$ cat src/rtl/truth_table_capture.sv
// Exhaustive stimulus driver and response capture for a small combinational DUT.
// Sweeps every input vector, samples z_in after a settle window, and compares the result to EXPECTED.
module truth_table_capture #(
  parameter int                  N_IN       = 3,
  parameter int                  SETTLE_CYC = 4,
  parameter logic [2**N_IN-1:0]  EXPECTED   = 8'hE8
) (
  input  logic                clk,
  input  logic                rst,
  input  logic                start,
  input  logic                abort,
  input  logic                z_in,
  output logic [N_IN-1:0]     abc_out,
  output logic                busy,
  output logic                done,
  output logic                pass,
  output logic [2**N_IN-1:0]  truth_table,
  output logic [N_IN:0]       mismatch_cnt,
  output logic [N_IN-1:0]     first_fail_idx,
  output logic                fail_seen
);

  localparam int TW = (SETTLE_CYC > 1) ? $clog2(SETTLE_CYC) : 1;

  localparam logic [TW-1:0]   LAST_TICK = TW'(SETTLE_CYC - 1);
  localparam logic [TW-1:0]   TICK_ONE  = TW'(1);
  localparam logic [N_IN-1:0] LAST_VEC  = {N_IN{1'b1}};
  localparam logic [N_IN-1:0] VEC_ONE   = N_IN'(1);
  localparam logic [N_IN:0]   CNT_ONE   = (N_IN + 1)'(1);

  typedef enum logic [1:0] {
    IDLE = 2'd0,
    RUN  = 2'd1,
    DONE = 2'd2
  } state_t;

  state_t          state_r;
  logic [TW-1:0]   timer_r;
  logic            miss_s;

  assign miss_s = (z_in != EXPECTED[abc_out]);

  // Sweep sequencer: arms on start, holds each vector SETTLE_CYC cycles, samples on the last one.
  always_ff @(posedge clk) begin
    if (rst) begin
      state_r        <= IDLE;
      timer_r        <= '0;
      abc_out        <= '0;
      busy           <= 1'b0;
      done           <= 1'b0;
      pass           <= 1'b0;
      truth_table    <= '0;
      mismatch_cnt   <= '0;
      first_fail_idx <= '0;
      fail_seen      <= 1'b0;
    end else begin
      case (state_r)
        IDLE, DONE: begin
          if (start) begin
            state_r        <= RUN;
            timer_r        <= '0;
            abc_out        <= '0;
            busy           <= 1'b1;
            done           <= 1'b0;
            pass           <= 1'b0;
            truth_table    <= '0;
            mismatch_cnt   <= '0;
            first_fail_idx <= '0;
            fail_seen      <= 1'b0;
          end else begin
            state_r <= state_r;
          end
        end
        RUN: begin
          if (abort) begin
            // Partial capture results stay visible until the next start.
            state_r <= IDLE;
            busy    <= 1'b0;
            abc_out <= '0;
            timer_r <= '0;
          end else if (timer_r != LAST_TICK) begin
            timer_r <= timer_r + TICK_ONE;
          end else begin
            truth_table[abc_out] <= z_in;
            if (miss_s) begin
              mismatch_cnt <= mismatch_cnt + CNT_ONE;
              if (!fail_seen) begin
                first_fail_idx <= abc_out;
                fail_seen      <= 1'b1;
              end else begin
                first_fail_idx <= first_fail_idx;
              end
            end else begin
              mismatch_cnt <= mismatch_cnt;
            end
            if (abc_out == LAST_VEC) begin
              // The final sample's miss is folded in here since mismatch_cnt updates on this same edge.
              state_r <= DONE;
              busy    <= 1'b0;
              done    <= 1'b1;
              pass    <= (mismatch_cnt == '0) && !miss_s;
            end else begin
              abc_out <= abc_out + VEC_ONE;
              timer_r <= '0;
            end
          end
        end
        default: begin
          state_r <= IDLE;
          busy    <= 1'b0;
          done    <= 1'b0;
          pass    <= 1'b0;
        end
      endcase
    end
  end

endmodule
$ cat config.mk
export PLATFORM = sky130hd
export DESIGN_NAME = truth_table_capture
export DESIGN_NICKNAME = d
export VERILOG_FILES = /design/src/rtl/truth_table_capture.sv
export SDC_FILE = /design/constraint.sdc
export NUM_CORES = 1
export LEC_CHECK = 0
export ABC_AREA = 0
export BUFFER_PORTS_ARGS = -buffer_cell sky130_fd_sc_hd__buf_2
export CORE_ASPECT_RATIO = 1.4
export CORE_MARGIN = 4
export CORE_UTILIZATION = 55
export CTS_CLUSTER_SIZE = 8
export DETAILED_ROUTE_END_ITERATION = 7
export GPL_TIMING_DRIVEN = 0
export PLACE_DENSITY = 0.8
export SLEW_MARGIN = 20
export SYNTH_ARGS = -nofsm -noshare
export SYNTH_HDL_FRONTEND = slang
export SYNTH_SLANG_ARGS = --single-unit
$ cat constraint.sdc
create_clock -name clk -period 2.8 [get_ports clk]
set_clock_uncertainty 0.1 [all_clocks]
set_input_delay 0.28 -clock clk [delete_from_list [all_inputs] [get_ports clk]]
set_output_delay 0.28 -clock clk [all_outputs]
set_load 0.05 [all_outputs]
==> results_dict.tcl, run 1 <==
set metrics [dict create \
    synth-seq-cells 27 \
    cts_hold_buffers 0 \
    fin_crit_ps 2036 \
    p_sw_w 0.0001769 \
    antenna_found_initial 0 \
    worstSetupStartpointType "flop" \
    io_pins 27 \
    synth_nets 170 \
    ir_drop_v 0.0002510 \
    power_frac_comb_pct 12.8 \
    dr_wl_met3_um 161 \
    ctsResizeCount 0 \
    antenna_left 0 \
    overflow 0 \
    cts_sinks 27 \
    top_layer_used "met4" \
    grt_pass1_vias 1229 \
    met2_length_um 1641 \
    synth_edf_count 0 \
    endpoint_kind "flop" \
    grt_max_degree 15 \
    netlist_area_mm2 0.001368 \
    internal_power_w 0.0004746 \
    dr.pass1.iters 4 \
    switching_share_pct 27.16 \
    holdWs_ps 158.4 \
    row_count 21 \
    cellPowerDensity_mw_per_mm2 415.9 \
    dp_hpwl_um 2401 \
    clock-root-buffer "clkbuf_4" \
    synth_cell_type_count 44 \
    syn_area_per_cell_um2 8.547 \
    initial_utilization_pct 57.20 \
    cts.clk_slew.worst_paths_ps 150 \
    rsz0062_at_grt "no" \
    final_max_slew_viol_count 0 \
    fp.dieArea_mm2 0.003360 \
    wirelength_um 3180 \
    wl_met1_um 1307 \
    max_slew_margin_pct 60.53 \
    worst_pin_slew_ps 590.1 \
    grt_pass1_wl_um 5285 \
    required_ps 2950 \
    setup_viol 0 \
    h-tree-depth 1 \
    synth_ff_type "dfxtp_1" \
    io_buffers 26 \
    arrival_ps 2190 \
    avgViaCountPerCell 5.875 \
    report.final.hold_viol_count 0 \
    cts_tree "built" \
    cts_buffers 3 \
    cp_max_fo 6 \
    core_area_mm2 0.002391 \
    fill_cells 212 \
    power_leakage_nw 0.6511 \
    syn_to_final_growth_pct 14.55 \
    cts_max_path_buffers 2 \
    cap_violations 0 \
    grtUsageTotal_pct 20.29 \
    place_congestion 0.8671 \
    cts_setup_buffers 0 \
    dp_cells 220 \
    final_nets 201 \
    synthArstFlopShare_pct 0 \
    seq_power_share_pct 60.8 \
    max_freq_mhz 491.2 \
    hold_path.class "input port to flop" \
    drtIter0Drc 49 \
    netlist_instances 160 \
    yosysWarnings 0 \
    drc 0 \
    die_x_um 50.15 \
    diodes 0 \
    clkLatencyLatePin_ps 330 \
    crit_type "flop to flop" \
    finalSetupTns_ps 0 \
    period_share_pct 72.71 \
    drive_above_1_share_pct 21.58 \
    ys_seq_area_share_pct 39.52 \
    vias 1316 \
    clkPwrFrac_pct 26.4 \
    final_util_pct 65.52 \
    die_y_um 67 \
    detail_route.wl_per_cell_um 14.20 \
    status "completed" \
    fin_cells 224 \
]
-- critical path, cell delays in order, from the launching register on --
cell and delay [ps]:
dfxtp_1 450, ha_1 180, ha_1 190, nor2b_1 60, o21ai_1 340, mux2_2 410
a221oi_2 230
-- registers in the layout (all words and copies together), names as in the netlist, named ones only --
name and cells:
truth_table 8, mismatch_cnt 4, abc_out 3, timer_r 2, pass 1, busy 1
fail_seen 1, first_fail_idx 3, state_r 2, done 1
-- cell usage in the layout, fill, tap and decap left out, types with 2 or more instances in the layout --
master and instances:
dfxtp_1 27, ha_1 5, nand3b_1 2, o21ai_0 10
o22ai_1 9, o21a_1 4, nor2_1 15, nor2b_1 2
a31oi_1 4, clkbuf_4 3, nand2b_1 6, or4_1 2
nand2_1 12, mux2i_1 3, buf_2 27, a21oi_1 11
inv_1 6, mux2_2 2, nor3_1 5, clkbuf_1 7
a22oi_1 4
-- power groups by stage --
stage | combinational, W | clock, W | sequential, W
floorplan | 0.0000513 | 0 | 0.000413
global placement | 0.0000810 | 0 | 0.000404
detailed placement | 0.0000828 | 0 | 0.000405
CTS | 0.0000831 | 0.000176 | 0.000396
global route | 0.0000917 | 0.000184 | 0.000398
finish | 0.0000832 | 0.000172 | 0.000396
-- metal layers --
layer | track usage (%) | vias up
li1 | - | 638
met1 | 22.42 | 628
met2 | 35.95 | 43
met3 | 2.461 | 7
met4 | 13.15 | 0
met5 | 0 | -
-- kinds of logic (layout without fill, tap and decap cells) --
family / count (synthesis) / in the layout / share of synthesized area (%)
compound gates: 50 / 50 / 23.33
xor+xnor: 1 / 1 / 0.6406
fa+ha+maj: 5 / 5 / 4.575
buf+inv: 16 / 46 / 4.848
flops: 27 / 27 / 39.52
mux: 5 / 5 / 3.843
simple gates: 56 / 56 / 23.24
-- per-stage QoR --
step                      setup slack, ps  power [W]  instance area [µm²]
final                               764.1  0.0006515                 1567
after global routing                598.8  0.0006732                 1567
after CTS                           769.2  0.0006558                 1567
after detailed placement            788.7  0.0004876                 1540
after global placement              857.2  0.0004853                 1540
after floorplan                     598.9  0.0004648                 1368
-- Yosys cell counts, types with 2 or more instances --
library cell / count / share of area, %
a21oi_1: 11 / 4.0
a22oi_1: 4 / 2.2
a31oi_1: 4 / 1.8
clkbuf_1: 6 / 1.6
dfxtp_1: 27 / 40
ha_1: 5 / 4.6
inv_1: 6 / 1.6
mux2_2: 2 / 1.6
mux2i_1: 3 / 2.2
nand2_1: 12 / 3.3
nand2b_1: 6 / 2.7
nand3b_1: 2 / 1.1
nor2_1: 15 / 4.1
nor2b_1: 2 / 0.91
nor3_1: 5 / 1.8
o21a_1: 4 / 2.2
o21ai_0: 10 / 3.7
o22ai_1: 9 / 4.1
or4_1: 2 / 1.1
-- area by class of cell --
cell class              count  area [µm²]  area share [%]
multi-input cells         117       760.7           48.56
flip-flops and latches     27       540.5           34.50
repair buffers             26       130.1           8.307
plain buffers              10       43.79           2.796
well taps                  34       42.54           2.716
clock buffers               4       26.28           1.677
inverters                   6       22.52           1.438
-- path summary, 6_finish.rpt --
kind | slack, ps | startpoint | depth (start not counted) | end
worst max-delay path | 760 | abc_out[1] | 6 | flop
worst min-delay path | 160 | start | 4 | state_r[1]
worst max register to register | 760 | abc_out[1] | 6 | flop
worst min register to register | 360 | pass | 2 | pass
Power figures use the tool's default switching activity.
==> run 2: changes to the inputs <==
--- a/config.mk
+++ b/config.mk
@@ -9,11 +9,11 @@
 export BUFFER_PORTS_ARGS = -buffer_cell sky130_fd_sc_hd__buf_2
 export CORE_ASPECT_RATIO = 1.4
 export CORE_MARGIN = 4
-export CORE_UTILIZATION = 55
+export CORE_UTILIZATION = 53
 export CTS_CLUSTER_SIZE = 8
 export DETAILED_ROUTE_END_ITERATION = 7
 export GPL_TIMING_DRIVEN = 0
-export PLACE_DENSITY = 0.8
+export PLACE_DENSITY = 0.77
 export SLEW_MARGIN = 20
 export SYNTH_ARGS = -nofsm -noshare
 export SYNTH_HDL_FRONTEND = slang
==> constraint.sdc (replaced) <==
create_clock -name clk -period 2.14 [get_ports clk]
set_clock_uncertainty 0.1 [all_clocks]
set_input_delay 0.214 -clock clk [delete_from_list [all_inputs] [get_ports clk]]
set_output_delay 0.214 -clock clk [all_outputs]
set_load 0.05 [all_outputs]
==> run 2 against run 1 <==
Against the previous run:
- combinational power rose by 31%
- sequential share of layout area is 0.10 points higher
- non-clock buffer count is the same
- total power up 30%
- critical path type unchanged
- design area grew 0.16%
- die area increased by 3.2%
- fmax increased by 1.5%
- sequential cell count unchanged
- critical path depth unchanged
- worst hold slack worse by 36 ps
==> results_dict.tcl, run 2 (synthesized netlist as in run 1, its figures left out) <==
set metrics [dict create \
    drive_above_1_share_pct 22.63 \
    required_ps 2290 \
    io_buffers 26 \
    cap_violations 0 \
    cp_common_cell "ha_1" \
    antenna_left 0 \
    wirelength_um 3268 \
    drtIter0Drc 32 \
    critical-path-slowest-cell "dfxtp_2" \
    status "completed" \
    syn_to_final_growth_pct 14.73 \
    clkLatencyLatePin_ps 320 \
    cts_max_path_buffers 2 \
    final_max_slew_viol_count 0 \
    dp_cells 220 \
    io_pins 27 \
    initial_utilization_pct 55.97 \
    overflow 0 \
    layout_common_cells "buf_2 (27), dfxtp_1 (25), nor2_1 (15)" \
    report.final.hold_viol_count 0 \
    worstSetupStartpointType "flop" \
    cpPeakStageDelay_ps 410 \
    cts_tree "built" \
    grt_max_degree 15 \
    arrival_ps 2150 \
    die_y_um 68.11 \
    cts_buffers 3 \
    reg_top3 "truth_table x8, mismatch_cnt x4" \
    layout_commonest_cell "buf_2" \
    die_x_um 50.93 \
    setup_viol 0 \
    hold_path.class "input port to flop" \
    drc 0 \
    final_nets 201 \
    grt_pass1_vias 1269 \
    endpoint_kind "flop" \
    ir_drop_v 0.0004332 \
    ctsResizeCount 0 \
    place_congestion 0.8630 \
    rsz0062_at_grt "no" \
    regMostFlops "truth_table" \
    cellPowerDensity_mw_per_mm2 541.1 \
    antenna_found_initial 0 \
    vias 1307 \
    design_area_mm2 0.001569 \
    finalPower_w 0.0008489 \
    cts_sinks 27 \
    h-tree-depth 1 \
    largest_register_ffs 8 \
    worst_pin_slew_ps 538.8 \
    fp.dieArea_mm2 0.003469 \
    grtUsageTotal_pct 19.94 \
    grt_pass1_wl_um 5368 \
    diodes 0 \
    finalSetupTns_ps 0 \
    avgViaCountPerCell 5.835 \
    power_leakage_nw 0.6521 \
    dr.pass1.iters 4 \
    crit_path_cell_trace "ha_1 -> ha_1 -> nor2b_1 -> o21ai_1 -> mux2_2 -> a221oi_2" \
    max_freq_mhz 498.7 \
    cts.clk_slew.worst_paths_ps 150 \
    core_area_mm2 0.002444 \
    row_count 21 \
    placed_area_mm2 0.001543 \
    dp_hpwl_um 2482 \
    detail_route.wl_per_cell_um 14.59 \
    period_share_pct 93.71 \
    clock-root-buffer "clkbuf_4" \
    cp_max_fo 6 \
    max_slew_margin_pct 63.96 \
    cts_hold_buffers 0 \
    fin_cells 224 \
    fin_crit_ps 2005 \
    crit_type "flop to flop" \
    cts_setup_buffers 0 \
]
## run 2: cell types whose count changed in the layout (fill, tap and decap cells not counted)
| cell | previous run | this run |
|---|---|---|
| dfxtp_1 | 27 | 25 |
| dfxtp_2 | 0 | 2 |
## run 2: final cells by class
class                      count  area, µm²
fill                         242      874.6
multi-input combinational    117      760.7
sequential                    27      543.0
timing repair buffer          26      130.1
buffer                        10      43.79
tap                           34      42.54
clock buffer                   4      26.28
inverter                       6      22.52
## run 2: where the power goes
part           internal, W  switching (W)  total (W)
Clock            0.0000728       0.000148   0.000221
Sequential        0.000510     0.00000874   0.000519
Combinational    0.0000375      0.0000715   0.000109
Total             0.000621       0.000228   0.000849
## run 2: routing by layer
metal	global-route usage, %	routed length [µm]
met5	0	0
met4	8.754	38
met3	2.179	114
met2	38.23	1705
met1	21.73	1409
## run 2: worst paths after layout
check	start	end	slack [ps]	cells after the start
worst min register to register	pass	pass	370	2
worst max register to register	abc_out[1]	flop	130	6
worst min-delay path	start	state_r[1]	120	4
worst max-delay path	abc_out[1]	flop	130	6
## run 2: critical path, delay by kind of cell, from the launching register on
kind | cells | cell delay, ps
flip-flops | 1 | 410
multiplexers | 1 | 410
AND/OR/NAND/NOR | 1 | 60
adder cells (fa/ha/maj) | 2 | 360
AO/OA/AOI/OAI | 2 | 590
## run 2: stage by stage
step | hold slack (ps) | util [%] | setup WS, ps
2_1_floorplan | 309.8 | - | 127.5
3_3_place_gp | 337.4 | 63.13 | 243.6
3_5_place_dp | 353.0 | 63.13 | 201.5
4_1_cts | 117.6 | 64.21 | 160.6
5_1_grt | 148.3 | 64.21 | 63.98
6_report | 122.0 | 64.21 | 134.7
==> run 3: changes to the inputs <==
--- a/config.mk
+++ b/config.mk
@@ -13,6 +13,7 @@
 export CTS_CLUSTER_SIZE = 8
 export DETAILED_ROUTE_END_ITERATION = 7
 export GPL_TIMING_DRIVEN = 0
+export MAX_ROUTING_LAYER = met4
 export PLACE_DENSITY = 0.77
 export SLEW_MARGIN = 20
 export SYNTH_ARGS = -nofsm -noshare
==> run 3 against run 2 <==
Against the previous run:
- setup slack barely moved
- combinational power barely moved
- largest cell class unchanged
- first-iteration DRC count did not move
- die area did not move
- non-clock buffer count did not move
- sequential share of layout area did not move
- wire length barely moved
- critical path type unchanged
- total power barely moved
- sequential cell count did not move
==> results_dict.tcl, run 3 (synthesized netlist as in run 1, its figures left out) <==
set metrics [dict create \
    status "completed" \
    cts_hold_buffers 0 \
    reg_top3 "truth_table x8, mismatch_cnt x4" \
    cts.clk_slew.worst_paths_ps 150 \
    grt_pass1_vias 1269 \
    whs_path_depth 4 \
    internal_power_w 0.0006206 \
    cts_tree "built" \
    avgViaCountPerCell 5.857 \
    setup_viol 0 \
    grtUsageTotal_pct 20.50 \
    cp_max_fo 6 \
    detail_route.wl_per_cell_um 14.60 \
    setup_slack_ps 134.7 \
    worstSetupStartpointType "flop" \
    layout_common_cells "buf_2 (27), dfxtp_1 (25), nor2_1 (15)" \
    layout_commonest_cell "buf_2" \
    finalSetupTns_ps 0 \
    row_count 21 \
    wirelength_um 3270 \
    cts_setup_buffers 0 \
    crit_start "abc_out[1]" \
    initial_utilization_pct 55.97 \
    switching_share_pct 26.96 \
    cap_violations 0 \
    dr.pass1.iters 4 \
    clkLatencyLatePin_ps 320 \
    period_share_pct 93.71 \
    multi_input_area_um2 760.7 \
    report.final.hold_viol_count 0 \
    cts_buffers 3 \
    core_area_mm2 0.002444 \
    max_slew_margin_pct 63.96 \
    drc 0 \
    place_ws_ps 201.5 \
    fin_crit_ps 2005 \
    die_x_um 50.93 \
    power_leakage_nw 0.6521 \
    cts_max_path_buffers 2 \
    arrival_ps 2150 \
    diodes 0 \
    finalPower_w 0.0008496 \
    grt_max_degree 15 \
    rr_startpoint "abc_out[1]" \
    final_nets 201 \
    hold_path.class "input port to flop" \
    place_congestion 0.8768 \
    rsz0062_at_grt "no" \
    grt_pass1_wl_um 5368 \
    io_buffers 26 \
    largest_register_ffs 8 \
    clkPwrFrac_pct 26.1 \
    h-tree-depth 1 \
    final_max_slew_viol_count 0 \
    io_pins 27 \
    syn_to_final_growth_pct 14.73 \
    endpoint_kind "flop" \
    fp.dieArea_mm2 0.003469 \
    overflow 0 \
    p_sw_w 0.0002290 \
    cts_sinks 27 \
    ctsResizeCount 0 \
    drtIter0Drc 32 \
    dp_hpwl_um 2482 \
    power_frac_comb_pct 12.8 \
    required_ps 2290 \
    fill_cells 242 \
    worst_pin_slew_ps 538.8 \
    ir_drop_v 0.0004334 \
    worstRegToRegCells 6 \
    max_freq_mhz 498.7 \
    regMostFlops "truth_table" \
    antenna_found_initial 0 \
    antenna_left 0 \
    crit_type "flop to flop" \
    cellPowerDensity_mw_per_mm2 541.5 \
    die_y_um 68.11 \
    regArea_um2 543.0 \
    drive_above_1_share_pct 22.63 \
    clock-root-buffer "clkbuf_4" \
    min-delay-start "start" \
    seq_power_share_pct 61.1 \
    vias 1312 \
]
run 3: area by class of cell:
type,instances,area share [%]
buffer,10,2.791
tap,34,2.711
inverter,6,1.435
timing repair buffer,26,8.293
sequential,27,34.61
clock buffer,4,1.675
multi-input combinational,117,48.49
run 3: per-layer routing:
metal,up-vias,track usage [%],routed length [µm]
li1,641,-,-
met1,633,21.73,1406
met2,34,38.23,1709
met3,4,2.179,115
met4,0,8.754,38
met5,-,-,0
run 3: power groups by stage:
| stage | Sequential, W | Combinational [W] | Clock [W] |
|---|---|---|---|
| 6_report | 0.000519 | 0.000109 | 0.000222 |
| 5_1_grt | 0.000521 | 0.000119 | 0.000243 |
| 4_1_cts | 0.000519 | 0.000109 | 0.000226 |
| 2_1_floorplan | 0.000541 | 0.0000672 | 0 |
| 3_5_place_dp | 0.000530 | 0.000108 | 0 |
| 3_3_place_gp | 0.000529 | 0.000106 | 0 |
run 3: path summary, 6_finish.rpt:
| kind | to | slack (ps) |
|---|---|---|
| worst max-delay path | flop | 130 |
| worst min-delay path | state_r[1] | 120 |
| worst max register to register | flop | 130 |
| worst min register to register | pass | 370 |
run 3: stage by stage:
stage	hold WS [ps]	std cells	util (%)	area [µm²]
floorplan	309.8	160	-	1370
global placement	337.4	220	63.13	1543
detailed placement	353.0	220	63.13	1543
CTS	117.6	224	64.21	1569
global route	148.3	224	64.21	1569
finish	120.9	224	64.21	1569
run 3: critical path, stage by stage, from the launching register on:
cell and delay [ps]:
dfxtp_2 410, ha_1 170, ha_1 190, nor2b_1 60
o21ai_1 350, mux2_2 410, a221oi_2 240
